### src/rtl/sum_arbiter_if.sv
// Requester/consumer bundle for the shared-adder arbiter: four operand-pair requesters in, one result out.
// master drives requests and res_ready; slave (the arbiter) drives grants and the result.
interface sum_arbiter_if #(
  parameter int WIDTH = 8
);
  logic [3:0]         req_valid;
  logic [4*WIDTH-1:0] req_a;
  logic [4*WIDTH-1:0] req_b;
  logic [3:0]         req_ready;
  logic               res_valid;
  logic               res_ready;
  logic [WIDTH-1:0]   res_sum;
  logic               res_carry;
  logic [1:0]         res_id;
  logic [7:0]         txn_count;

  modport master (
    output req_valid, req_a, req_b, res_ready,
    input  req_ready, res_valid, res_sum, res_carry, res_id, txn_count
  );

  modport slave (
    input  req_valid, req_a, req_b, res_ready,
    output req_ready, res_valid, res_sum, res_carry, res_id, txn_count
  );
endinterface

### src/rtl/sum_arbiter.sv
// Round-robin arbiter over four requesters sharing one adder; result registered 1 cycle after accept.
// Grants only when the result slot is empty or being consumed; a stalled result freezes grants and state.
module sum_arbiter #(
  parameter int WIDTH = 8
) (
  input  logic          clk,
  input  logic          rst_n,
  sum_arbiter_if.slave  bus
);
  typedef enum logic {EMPTY = 1'b0, FULL = 1'b1} state_t;

  typedef struct packed {
    logic             carry;
    logic [WIDTH-1:0] sum;
    logic [1:0]       id;
  } res_t;

  state_t           state;
  state_t           state_nxt;
  res_t             res_q;
  logic [1:0]       ptr;
  logic [1:0]       win;
  logic [1:0]       idx;
  logic             found;
  logic             free;
  logic             accept;
  logic [WIDTH-1:0] a_sel;
  logic [WIDTH-1:0] b_sel;
  logic [7:0]       cnt_q;

  // Search starts at ptr so the last winner is visited last.
  always_comb begin
    win   = ptr;
    idx   = ptr;
    found = 1'b0;
    for (int k = 0; k < 4; k++) begin
      idx = ptr + 2'(k);
      if (!found && bus.req_valid[idx]) begin
        win   = idx;
        found = 1'b1;
      end
    end
  end

  assign free   = (state == EMPTY) || bus.res_ready;
  // rst_n gating keeps grants off for the whole reset assertion.
  assign accept = rst_n && free && found;

  always_comb begin
    bus.req_ready = 4'b0000;
    if (accept) begin
      bus.req_ready[win] = 1'b1;
    end
  end

  always_comb begin
    a_sel = '0;
    b_sel = '0;
    for (int k = 0; k < 4; k++) begin
      if (win == 2'(k)) begin
        a_sel = bus.req_a[k*WIDTH +: WIDTH];
        b_sel = bus.req_b[k*WIDTH +: WIDTH];
      end
    end
  end

  always_ff @(posedge clk or negedge rst_n) begin
    if (!rst_n) begin
      state <= EMPTY;
    end else begin
      state <= state_nxt;
    end
  end

  always_comb begin
    state_nxt = state;
    case (state)
      EMPTY:   if (accept) state_nxt = FULL;
      FULL:    if (bus.res_ready && !accept) state_nxt = EMPTY;
      default: state_nxt = EMPTY;
    endcase
  end

  always_ff @(posedge clk or negedge rst_n) begin
    if (!rst_n) begin
      res_q <= '0;
      ptr   <= 2'd0;
      cnt_q <= 8'd0;
    end else if (accept) begin
      {res_q.carry, res_q.sum} <= {1'b0, a_sel} + {1'b0, b_sel};
      res_q.id <= win;
      ptr      <= win + 2'd1;
      cnt_q    <= cnt_q + 8'd1;
    end
  end

  assign bus.res_valid = (state == FULL);
  assign bus.res_sum   = res_q.sum;
  assign bus.res_carry = res_q.carry;
  assign bus.res_id    = res_q.id;
  assign bus.txn_count = cnt_q;
endmodule

### src/flat_wrapper.sv
// flat-port wrapper written by rule: the top's interface ports become plain ports
module sum_arbiter_flat 
#(
  parameter int WIDTH = 8
)
  (clk, rst_n, bus_req_valid, bus_req_a, bus_req_b, bus_res_ready, bus_req_ready, bus_res_valid, bus_res_sum, bus_res_carry, bus_res_id, bus_txn_count);
  sum_arbiter_if #(.WIDTH(WIDTH)) bus_i ();
  input  logic clk;
  input  logic rst_n;
  input wire logic [$bits(bus_i.req_valid)-1:0] bus_req_valid;
  input wire logic [$bits(bus_i.req_a)-1:0] bus_req_a;
  input wire logic [$bits(bus_i.req_b)-1:0] bus_req_b;
  input wire logic [$bits(bus_i.res_ready)-1:0] bus_res_ready;
  output wire logic [$bits(bus_i.req_ready)-1:0] bus_req_ready;
  output wire logic [$bits(bus_i.res_valid)-1:0] bus_res_valid;
  output wire logic [$bits(bus_i.res_sum)-1:0] bus_res_sum;
  output wire logic [$bits(bus_i.res_carry)-1:0] bus_res_carry;
  output wire logic [$bits(bus_i.res_id)-1:0] bus_res_id;
  output wire logic [$bits(bus_i.txn_count)-1:0] bus_txn_count;
  assign bus_i.req_valid = bus_req_valid;
  assign bus_i.req_a = bus_req_a;
  assign bus_i.req_b = bus_req_b;
  assign bus_i.res_ready = bus_res_ready;
  assign bus_req_ready = bus_i.req_ready;
  assign bus_res_valid = bus_i.res_valid;
  assign bus_res_sum = bus_i.res_sum;
  assign bus_res_carry = bus_i.res_carry;
  assign bus_res_id = bus_i.res_id;
  assign bus_txn_count = bus_i.txn_count;
  sum_arbiter #(.WIDTH(WIDTH)) u_core (.clk(clk), .rst_n(rst_n), .bus(bus_i));
endmodule
### config.mk
export PLATFORM = sky130hd
export DESIGN_NAME = sum_arbiter_flat
export DESIGN_NICKNAME = d
export VERILOG_FILES = /design/src/rtl/sum_arbiter_if.sv /design/src/rtl/sum_arbiter.sv /design/src/flat_wrapper.sv
export SDC_FILE = /design/constraint.sdc
export NUM_CORES = 1
export LEC_CHECK = 0
export CORE_UTILIZATION = 30
export DETAILED_ROUTE_END_ITERATION = 16
export PLACE_DENSITY = 0.67
export SLEW_MARGIN = 20
export SYNTH_ARGS = -nofsm -noshare
export SYNTH_HDL_FRONTEND = slang
export SYNTH_SLANG_ARGS = --single-unit
### constraint.sdc
create_clock -name clk -period 10.1 [get_ports clk]
set_input_delay 2.525 -clock clk [delete_from_list [all_inputs] [get_ports clk]]
set_output_delay 2.525 -clock clk [all_outputs]
set_load 0.1 [all_outputs]
Word-level counts from Yosys, hierarchy flattened
Cells that the tools add are included.

Flip-flop bits (word level): 22. Input port bits: 71. Output and inout bits: 24.

Add/subtract/negate cells: 6. Magnitude comparators: 6. Equal/unequal tests: 3. Muxes and demuxes: 29. Bitwise logic cells: 1. Reduce and logical (&&, ||, !) cells: 13.

Operator list (count): 8-bit 2-to-1 mux (8); 2-bit by 3-bit < comparator with 1-bit output, second input constant (5); 1-bit 2-to-1 mux (11); 8-bit by 8-bit adder with 9-bit output (1); 8-bit by 1-bit adder with 8-bit output, second input constant (1); 1-bit binary-select mux with 2-bit select (4); 1-bit logical AND (7); 2-bit 2-to-1 mux (3); 2-bit by 1-bit adder with 2-bit output, second input constant (2); 2-bit adder, second input constant (2); 2-bit equality test, second input constant (2); 1-bit logical NOT (4); 4-bit 2-to-1 mux (1); 1-bit demux with 2-bit select (1); 2-bit by 1-bit equality test with 1-bit output, second input constant (1); 2-bit by 1-bit greater-or-equal comparator with 1-bit output, second input constant (1); 2-bit logical NOT (1); 1-bit one-hot mux with 2 select lines (1); 1-bit logical OR (1); 1-bit NOT (1).

Logic depth before layout (Yosys ltp)
Depth after elaboration: 18. Gate-level depth with buffers: 16.

Worst setup path after synthesis
OpenSTA, ideal clock, no wires.

Path kind: input-to-output. Start: input bus_req_valid[2]. End: output bus_req_ready[3]. Data arrival time: 4.460 ns. Data required time: 7.575 ns. Slack: 3.115 ns. Cell stages on the path: 8. Path buffers: 2. Cell sequence: nor2b_1 -> o21ai_0 -> o221ai_1 -> inv_1 -> ha_1 -> buf_1 -> clkbuf_1 -> and2_1.

Cells in the longest elaborated chain, start to end: 17. Elaborated cells on any way between the ends: 28.

RTL lines: start, declared (RTL line flat_wrapper.sv:10) `input wire logic [$bits(bus_i.req_valid)-1:0] bus_req_valid;`; 1-bit binary-select mux with 2-bit select (RTL line sum_arbiter.sv:38) `if (!found && bus.req_valid[idx]) begin`; 1-bit 2-to-1 mux (not written as such) (RTL line sum_arbiter.sv:38); 1-bit 2-to-1 mux (RTL line sum_arbiter.sv:38); 1-bit logical NOT (RTL line sum_arbiter.sv:38); 1-bit logical AND (RTL line sum_arbiter.sv:38); 1-bit 2-to-1 mux (RTL line sum_arbiter.sv:38); 1-bit logical NOT (RTL line sum_arbiter.sv:38); 1-bit logical AND (RTL line sum_arbiter.sv:38); [... 2 more ...]; 1-bit logical AND (RTL line sum_arbiter.sv:38); 2-bit 2-to-1 mux (*) (RTL line sum_arbiter.sv:38); net u_core.win[0] (RTL line sum_arbiter.sv:22) `logic [1:0] win;`; 2-bit by 3-bit < comparator with 1-bit output (not written as such) or 2-bit by 1-bit greater-or-equal comparator with 1-bit output (tied branches) (RTL line sum_arbiter.sv:52) `bus.req_ready[win] = 1'b1;`; 1-bit logical AND (not written as such) (RTL line sum_arbiter.sv:52); 1-bit 2-to-1 mux (not written as such) (RTL line sum_arbiter.sv:52); 1-bit demux with 2-bit select (*); 4-bit 2-to-1 mux (*) (RTL line sum_arbiter.sv:51) `if (accept) begin`; end, declared (RTL line flat_wrapper.sv:14) `output wire logic [$bits(bus_i.req_ready)-1:0] bus_req_ready;`.

The timed path passes the listed nets; every way through them passes the cells marked *. The select of a mux whose other input is x is not followed.

Worst setup path in the final report
Start: input bus_req_valid[0]. End: output bus_req_ready[3].

The elaborated chain is that of the path after synthesis.

==> results.yml <==
place:
  placed_area_um2: 2840
  pre_cts_slack_ns: 1.56
  port_buffers: 94
  place_congestion: 0.748
  hpwl_um: 4130
global_routing:
  overflow: 0
  first_global_vias: 1725
  grt_max_degree: 34
  grt_first_pass_wirelength_um: 7980
  track_usage: 0.158
  antenna_found_initial: 0
synthesis:
  synthTopCellsByArea: "dfrtp_1 30%, ha_1 8.8%, nand2_1 7.5%, o31ai_1 7.3%, a221oi_1 7.1%"
  synth_area_um2: 1840
  syn_avg_cell_area_um2: 8.34
  syn-instance-count: 221
  synth_nets: 306
  seq_area_frac_synth: 0.299
  async_reset_ff_frac: 1.00
  synth_cell_types: 38
  yosys_warnings: 0
  netlist.area_leader.share: 0.299
  synth_ff_type: "dfrtp_1"
  synth-edff-count: 0
  synth_largest_area_cell: "dfrtp_1"
  synth-seq-cells: 22
layout:
  mostFrequentLayoutCells: "94 x clkdlybuf4s50_1, 37 x nand2_1, 22 x dfrtp_1, 19 x nor2b_1, 18 x o31ai_1"
  layout_commonest_cell: "clkdlybuf4s50_1"
  final_net_count: 395
  area_delta_synth_final_pct: 57.2
  diodes: 0
  drive_gt1_frac: 0.0291
  fin_area_um2: 2900
die:
  io_pins: 95
  die_width_um: 80.4
  die_h_um: 80.4
  dieArea_um2: 6460
  num_rows: 28
  start_util: 0.311
  coreArea_um2: 5920
worst_setup_path:
  path_common_cell: "clkdlybuf4s50_1"
  critPathMaxFanout: 33
  cp_cell_sequence: "clkdlybuf4s50_1 > nor2b_1 > o21ai_0 > o221ai_1 > inv_1 > ha_1 > and2_1 > clkdlybuf4s50_1"
  cp_slowest_stage_delay_ns: 1.12
  worstSetupStartpointType: "input port"
  crit_path_start: "bus_req_valid[0]"
  r2r_cells: 13
  required_ns: 7.58
  critPathSlowestCell: "clkdlybuf4s50_1"
  reg2reg_from: "u_core.ptr[1]"
  worstSetupPathType: "input port to primary output"
  crit_end: "bus_req_ready[3]"
  worstSetupEndpointType: "primary output"
  ff2ff_setup_slack_ns: 5.50
  worstPathArrival_ns: 6.01
  r2r-end: "u_core.bus.res_sum[7]"
clocking:
  cts-resized-gates: 0
  post_cts_buffers: 0
  clkSinkCount: 22
  clock_path_buffers: 2
  cts_tree: "yes"
  cts_buffers: 3
  cts.clk_slew.worst_paths_ns: 0.08
  holdBufCountCts: 0
  worst_skew_pair.late_latency_ns: 0.26
  htree_levels: 1
  root_buffer: "clkbuf_8"
sta:
  slew_violations: 0
  max_slew_margin: 0.297
  tns_ns: 0
  fin_crit_ns: 8.54
  worst_slack_ns: 1.56
  rsz0062_at_grt: "no"
  tightest_slew_ns: 1.05
  final.setup_skew_ns: 0.00388
  fmax_mhz: 117
  post-route-period-util: 0.846
  setup_violations: 0
  hold_violations: 0
power:
  power_density_nw_per_um2: 331
  swShare: 0.584
  leakagePower_nw: 1.17
  clock_power_share: 0.065
  p_total_w: 0.000959
  p_int_w: 0.000399
  switchingPower_w: 0.000560
  ir_worst_vdd_mv: 0.185
  comb_power_share: 0.771
  p_seq_frac: 0.164
drt:
  avgRoutedWirePerCell_um: 13.8
  drc: 0
  first_iter_violations: 59
  dr_total_vias: 1924
  ant_nets: 0
  via_per_inst: 5.01
  detail_route.first_pass.iterations: 4
  routed_wl_um: 5290
run:
  maxCapViolCount: 0
status:
  outcome: "completed"
hold_path:
  hp-class: "flop to flop"
sequential cells by signal, indices dropped and copies added (netlist names):
register              flops
u_core.bus.res_sum        8
u_core.bus.txn_count      8
u_core.bus.res_id         2
u_core.ptr                2
u_core.bus.res_carry      1
u_core.bus.res_valid      1
metrics by stage:
| step | hold WS, ns | std cells | utilization |
|---|---|---|---|
| 6_report | 0.482 | 384 | 0.489 |
| 4_1_cts | 0.480 | 384 | 0.489 |
| 3_3_place_gp | 0.460 | 380 | 0.480 |
| 5_1_grt | 0.512 | 384 | 0.489 |
| 2_1_floorplan | 0.540 | 221 | - |
| 3_5_place_dp | 0.466 | 380 | 0.480 |
how the worst min path moves through the flow:
| stage | to | slack (ns) | cells after the start | startpoint |
|---|---|---|---|---|
| detailed placement | u_core.bus.res_sum[0] | 0.47 | 2 | u_core.bus.res_sum[0] |
| finish | u_core.bus.txn_count[7] | 0.48 | 1 | u_core.bus.txn_count[7] |
| CTS | u_core.bus.txn_count[7] | 0.48 | 1 | u_core.bus.txn_count[7] |
| floorplan | u_core.ptr[0] | 0.54 | 2 | u_core.ptr[0] |
| global route | u_core.bus.txn_count[7] | 0.51 | 1 | u_core.bus.txn_count[7] |
| global placement | u_core.bus.res_sum[0] | 0.46 | 2 | u_core.bus.res_sum[0] |
Yosys cell counts (2+ instances only):
library cell   n
a211oi_1       4
a21o_1         2
a21oi_1       10
a221oi_1      15
and2_1         4
and3_1         2
buf_2          4
clkbuf_1       7
dfrtp_1       22
ha_1          13
inv_1          9
nand2_1       37
nand3_1        3
nand4_1        2
nor2_1         6
nor2b_1       19
nor4_1         2
o21a_1         2
o21ai_0       14
o21bai_1       2
o31ai_1       18
xnor2_1        6
xor2_1         3
logic make-up after synthesis:
group,count (synthesis),synth area share
compound gates,72,0.285
xor+xnor,9,0.0428
fa+ha+maj,14,0.0991
buf+inv,22,0.0496
flops,22,0.299
mux,2,0.0115
simple gates,80,0.213
layout make-up:
| type | instances | area, µm² |
|---|---|---|
| repair buffers | 97 | 963 |
| well taps | 75 | 93.8 |
| flip-flops and latches | 22 | 551 |
| multi-input cells | 177 | 1200 |
| fillers | 582 | 3020 |
| clock buffers | 4 | 55.1 |
| inverters | 9 | 33.8 |
power groups by stage:
stage	logic [W]	registers, W	clock network (W)
detailed placement	0.000740	0.000159	0
floorplan	0.000320	0.000398	0
global route	0.000801	0.000164	0.0000686
finish	0.000739	0.000158	0.0000624
global placement	0.000733	0.000159	0
CTS	0.000743	0.000158	0.0000643
worst max-delay path: cells and delay by family:
family	cells	cell delay, ns
and+or+nand+nor	2	0.44
buffers and inverters	3	1.83
adders and majority gates	1	0.81
AOI/OAI and AO/OA	2	0.39
layer usage:
metal  track usage  vias up  share of wire  wire [µm]
met5             0        -              0          0
met4        0.0161        0         0.0015          8
met3        0.0341        2          0.042        220
met2         0.277       42           0.51       2680
met1         0.202      899           0.45       2390
li1              -      981              -          -
Note: power is estimated with default switching activity, not from simulation.
==> edit 1: new RTL, config.mk and constraints unchanged <==
`WIDTH` is set to 8 in 3 places; all go to 9.
--- a/src/rtl/sum_arbiter_if.sv
+++ b/src/rtl/sum_arbiter_if.sv
@@ -3,3 +3,3 @@
 interface sum_arbiter_if #(
-  parameter int WIDTH = 8
+  parameter int WIDTH = 9
 );
--- a/src/rtl/sum_arbiter.sv
+++ b/src/rtl/sum_arbiter.sv
@@ -3,3 +3,3 @@
 module sum_arbiter #(
-  parameter int WIDTH = 8
+  parameter int WIDTH = 9
 ) (
--- a/src/flat_wrapper.sv
+++ b/src/flat_wrapper.sv
@@ -3,3 +3,3 @@
 #(
-  parameter int WIDTH = 8
+  parameter int WIDTH = 9
 )
Ports: changed (resized bus_req_a, bus_req_b and bus_res_sum); port bits go from 95 to 104. No check against the original RTL was run, so the function may have changed too.
==> edit 1 against the unedited design <==
Worst setup slack gained 0.12 ns. Cell area grew 4.5%. Sequential cell count grew 1. Total power grew 1.6%. Count of clock-buffer cells in the layout is the same. Wire length shrank 2.9%. Area after synthesis grew 4.3%. Final cell count grew 9.6%. First-iteration DRC count grew 25%. Global-route usage grew 0.79 points. Largest cell class unchanged. Largest power group unchanged.
==> edit 1: results (changes against the unedited design) <==
layout cell share with drive strength beyond 1=2.60% (was 2.91%); Ys Warns=0 (unchanged); commonest cells in the netlist=nand2_1 (46), o21ai_0 (30), a21oi_1 (27) (was nand2_1 (37), dfrtp_1 (22), nor2b_1 (19)); Iteration-0 DRC Markers=74 (was 59); post_cts resized=0 (unchanged); Seq/Total Area, Yosys=29.9% (about the same); met2 Use GR=28.9% (was 27.7%); hold path startpoint=u_core.bus.txn_count[7]$_DFFE_PN0P_ (unchanged); Async S/R FF share, synth=100% (unchanged); Vias=2022 (was 1924); CP max FO=37 (was 33); worst-case clock buffer depth=2 (unchanged); post-DP HPWL=4.35 mm (was 4.13 mm); Hold WC Path Type=reg -> reg (unchanged); Clock Skews=0.00206 ns (was 0.00388 ns); outcome=finished, final reports clean (unchanged); Max IR drop VDD=0.308 mV (was 0.185 mV); Critical Path AT=5.90 ns (was 6.01 ns); total CTS buffers=3 (unchanged); # fillers=618 (was 582); pin count of the biggest net entering global routing=38 (was 34); Mapped Nets=347 (was 306); R2R cell count=16 (was 13); unique cell type count in the Yosys netlist=36 (was 38); number of port buffers=103 (was 94); Pre-antenna DRT Iters=5 (was 4); dominant cells by area after synthesis=dfrtp_1 (30%), ha_1 (9.1%), nand2_1 (9.0%), o21ai_0 (7.8%), a21oi_1 (7.0%) (was dfrtp_1 (30%), ha_1 (8.8%), nand2_1 (7.5%), o31ai_1 (7.3%), a221oi_1 (7.1%)); P_leak=1.26 nW (was 1.17 nW); reg2reg end=u_core.bus.res_carry$_DFFE_PN0P_ (was u_core.bus.res_sum[7]$_DFFE_PN0P_); Routed wire per std cell=12.2 um (was 13.8 um); initial antenna violation count=0 (unchanged); Skew-Pair Late Insertion Delay=0.26 ns (about the same); number of flip-flops under the largest register name=9; gpl congestion=0.784 (was 0.748); layout net count=441 (was 395); worst reg-to-reg setup slack=5.49 ns (was 5.50 ns); M1 GR Usage=20.9% (was 20.2%); vias in the first global route=1914 (was 1725); CP endpoint=bus_req_ready[3] (unchanged); Int Pwr=0.406 mW (was 0.399 mW); GRT Resource Usage Total=16.6% (was 15.8%); first-pass GRT wire length=8.61 mm (was 7.98 mm); GR Util met3=3.11% (was 3.41%); Clk pin slew, worst setup/hold paths=0.07 ns; Tightest Pin Transition=0.997 ns (was 1.05 ns)
edit 1: kinds of logic (layout without fill, tap and decap cells):
logic type	after synthesis	after routing	share of synthesized area, %
mux	1	1	0.781
xor+xnor	14	14	6.38
simple gates	96	96	22.4
fa+ha+maj	15	15	10.1
compound gates	84	84	25.5
flops	23	23	29.9
buf+inv	20	113	4.88
edit 1: final cells by class:
class | count | share of cell area [%]
sequential | 23 | 19.0
timing repair buffer | 105 | 34.5
tap | 75 | 3.10
inverter | 4 | 0.496
clock buffer | 4 | 1.49
multi-input combinational | 210 | 41.4
edit 1: critical path, delay by kind of cell:
kind | cells | cell delay, ns
adder cells (fa/ha/maj) | 1 | 0.80
buffers and inverters | 3 | 1.75
AND/OR/NAND/NOR | 2 | 0.41
AO/OA/AOI/OAI | 2 | 0.41
edit 1: stage by stage:
step                instances  area, um^2  worst slack [ns]  hold WS (ns)  power [mW]
global placement          417        2980              1.77         0.460       0.918
floorplan                 253        1920              3.05         0.508       0.748
global route              421        3030              1.40         0.504        1.06
detailed placement        417        2980              1.67         0.467       0.926
CTS                       421        3030              1.67         0.477       0.983
finish                    421        3030              1.68         0.467       0.975
edit 1: layer usage:
metal	vias up	part of all wire (%)	routed length (um)
met2	76	47	2410
met5	-	0	0
met4	0	0.84	43
met1	867	45	2300
met3	5	7.5	386
li1	1074	-	-
edit 1: power groups by stage:
stage                     clock [mW]  sequential [mW]  combinational (mW)
after floorplan                    0            0.413               0.335
after global placement             0            0.166               0.752
after detailed placement           0            0.167               0.759
after CTS                     0.0566            0.165               0.761
after global routing          0.0617            0.170               0.824
final                         0.0548            0.165               0.755
==> edit 2: new RTL, same flow settings <==
Made on the original files. Reset style: synchronous (`rst_n`), changed in 2 clocked blocks.
--- a/src/rtl/sum_arbiter.sv
+++ b/src/rtl/sum_arbiter.sv
@@ -66,3 +66,3 @@
 
-  always_ff @(posedge clk or negedge rst_n) begin
+  always_ff @(posedge clk) begin
     if (!rst_n) begin
@@ -83,3 +83,3 @@
 
-  always_ff @(posedge clk or negedge rst_n) begin
+  always_ff @(posedge clk) begin
     if (!rst_n) begin
Check against the original RTL: differs if rst_n is asserted again (counterexample within 4 cycles, from zero or initial values and one cycle with rst_n low); with rst_n held inactive, the same outputs for 10 cycles.
==> edit 2 against the unedited design <==
Wire length up 1.9%. Total power down 36%. Die area unchanged. Sequential cell count unchanged. Cell area up 0.26%. Area after synthesis unchanged. Clock power up 33%. Worst setup slack better by 0.35 ns. Critical endpoint is now bus_req_ready[1]. Highest routed layer unchanged.
==> edit 2: results (changes against the unedited design) <==
gpl congestion=0.829 (was 0.748); worst stage delay on the critical path=1.13 ns; GRT Resource Usage Total=16.9% (was 15.8%); post-DP HPWL=4.24 mm (was 4.13 mm); dominant synthesized flop cell=dfxtp_1 (was dfrtp_1); CP max FO=19 (was 33); layout net count=422 (was 395); # fillers=599 (was 582); Pre-antenna DRT Iters=4 (unchanged); vias in the first global route=2028 (was 1725); pin count of the biggest net entering global routing=34 (unchanged); Clk pin slew, worst setup/hold paths=0.08 ns (about the same); n_diodes=0 (unchanged); R2R cell count=18 (was 13); Mapped Nets=335 (was 306); number of port buffers=94 (unchanged); Max IR drop VDD=0.101 mV (was 0.185 mV); outcome=finished, final reports clean (unchanged); Clock Skews=0.00185 ns (was 0.00388 ns); P_leak=1.13 nW (was 1.17 nW); dominant cells by area after synthesis=dfxtp_1 (24%), ha_1 (8.8%), nand2_1 (6.9%), o21ai_0 (6.5%), a21oi_1 (6.2%) (was dfrtp_1 (30%), ha_1 (8.8%), nand2_1 (7.5%), o31ai_1 (7.3%), a221oi_1 (7.1%)); layout cell share with drive strength beyond 1=4.46% (was 2.91%); initial antenna violation count=0 (unchanged); Ys Warns=0 (unchanged); Routed wire per std cell=13.1 um (was 13.8 um); Hold Worst Slack=0.455 ns (was 0.482 ns); slowest CP cell=clkdlybuf4s50_1 (unchanged); worst-case clock buffer depth=2 (unchanged); Hold WC Path Type=reg -> reg (unchanged); Clock Tree Root=clkbuf_8 (unchanged); worst reg-to-reg setup slack=5.41 ns (was 5.50 ns); commonest cells in the netlist=nand2_1 (34), o21ai_0 (24), a21oi_1 (23) (was nand2_1 (37), dfrtp_1 (22), nor2b_1 (19)); unique cell type count in the Yosys netlist=47 (was 38); total CTS buffers=3 (unchanged); Async S/R FF share, synth=0% (was 100%); post_cts resized=0 (unchanged); Iteration-0 DRC Markers=72 (was 59); hold path cells=2 (was 1); Critical Path AT=5.66 ns (was 6.01 ns); Skew-Pair Late Insertion Delay=0.26 ns (about the same); Post-CTS Setup Bufs=0 (unchanged); via density per instance=4.98 (was 5.01); first-pass GRT wire length=8.58 mm (was 7.98 mm); Seq/Total Area, Yosys=23.9% (was 29.9%); Tightest Pin Transition=1.04 ns (was 1.05 ns); CTS HTree Levels=1 (unchanged)
==> edit 2: worst max-delay path, delay by kind of cell <==
family | cells | cell delay [ns]
buffers and inverters | 3 | 1.73
AOI/OAI and AO/OA | 2 | 0.30
and+or+nand+nor | 2 | 0.55
adders and majority gates | 1 | 0.54
==> edit 2: cell type report <==
type,count,share of cell area [%]
Tap cell,75,3.23
Multi-Input combinational cell,207,45.2
Clock buffer,3,1.42
Clock inverter,1,1.03
Inverter,6,0.775
Timing Repair Buffer,97,33.2
Sequential cell,22,15.2
==> edit 2: stage by stage <==
step | cells | area, um^2 | setup WS, ns | utilization, % | power [mW]
2_1_floorplan | 250 | 1840 | 2.85 | - | 0.429
3_3_place_gp | 407 | 2830 | 2.01 | 47.9 | 0.527
3_5_place_dp | 407 | 2830 | 1.91 | 47.9 | 0.532
4_1_cts | 411 | 2910 | 1.91 | 49.1 | 0.621
5_1_grt | 411 | 2910 | 1.73 | 49.1 | 0.659
6_report | 411 | 2910 | 1.91 | 49.1 | 0.613
==> edit 2: routing by layer <==
metal	vias up	share of wire (%)	track usage (%)
met2	43	56	34.7
met5	-	0	0
met1	931	41	17.9
met3	4	3.2	2.05
met4	0	0.74	3.75
li1	1070	-	-
==> edit 2: where the power goes <==
part | total [mW] | switching, mW | leakage [nW] | internal (mW)
clock network | 0.0831 | 0.0301 | 0.0357 | 0.0529
logic | 0.413 | 0.269 | 0.913 | 0.144
registers | 0.117 | 0.0114 | 0.181 | 0.106
==> edit 2: path summary, 6_finish.rpt <==
| kind | to | startpoint |
|---|---|---|
| max | bus_req_ready[1] | bus_req_valid[2] |
| min | u_core.bus.res_id[0]$_SDFFE_PN0P_ | u_core.bus.res_id[0]$_SDFFE_PN0P_ |
| max reg2reg | u_core.bus.res_sum[6]$_SDFFE_PN0P_ | u_core.ptr[1]$_SDFFE_PN0P_ |
| min reg2reg | u_core.bus.res_id[0]$_SDFFE_PN0P_ | u_core.bus.res_id[0]$_SDFFE_PN0P_ |
==> edit 2: logic make-up (layout without fill, tap and decap cells) <==
logic type	Yosys count	in the layout	share of synthesized area [%]
AOI/OAI and AO/OA	92	92	32.1
DFF	22	22	23.9
and+or+nand+nor	94	94	25.9
buffers and inverters	21	107	4.82
xor gates and xnor gates	7	7	3.33
adders and majority gates	14	14	9.91
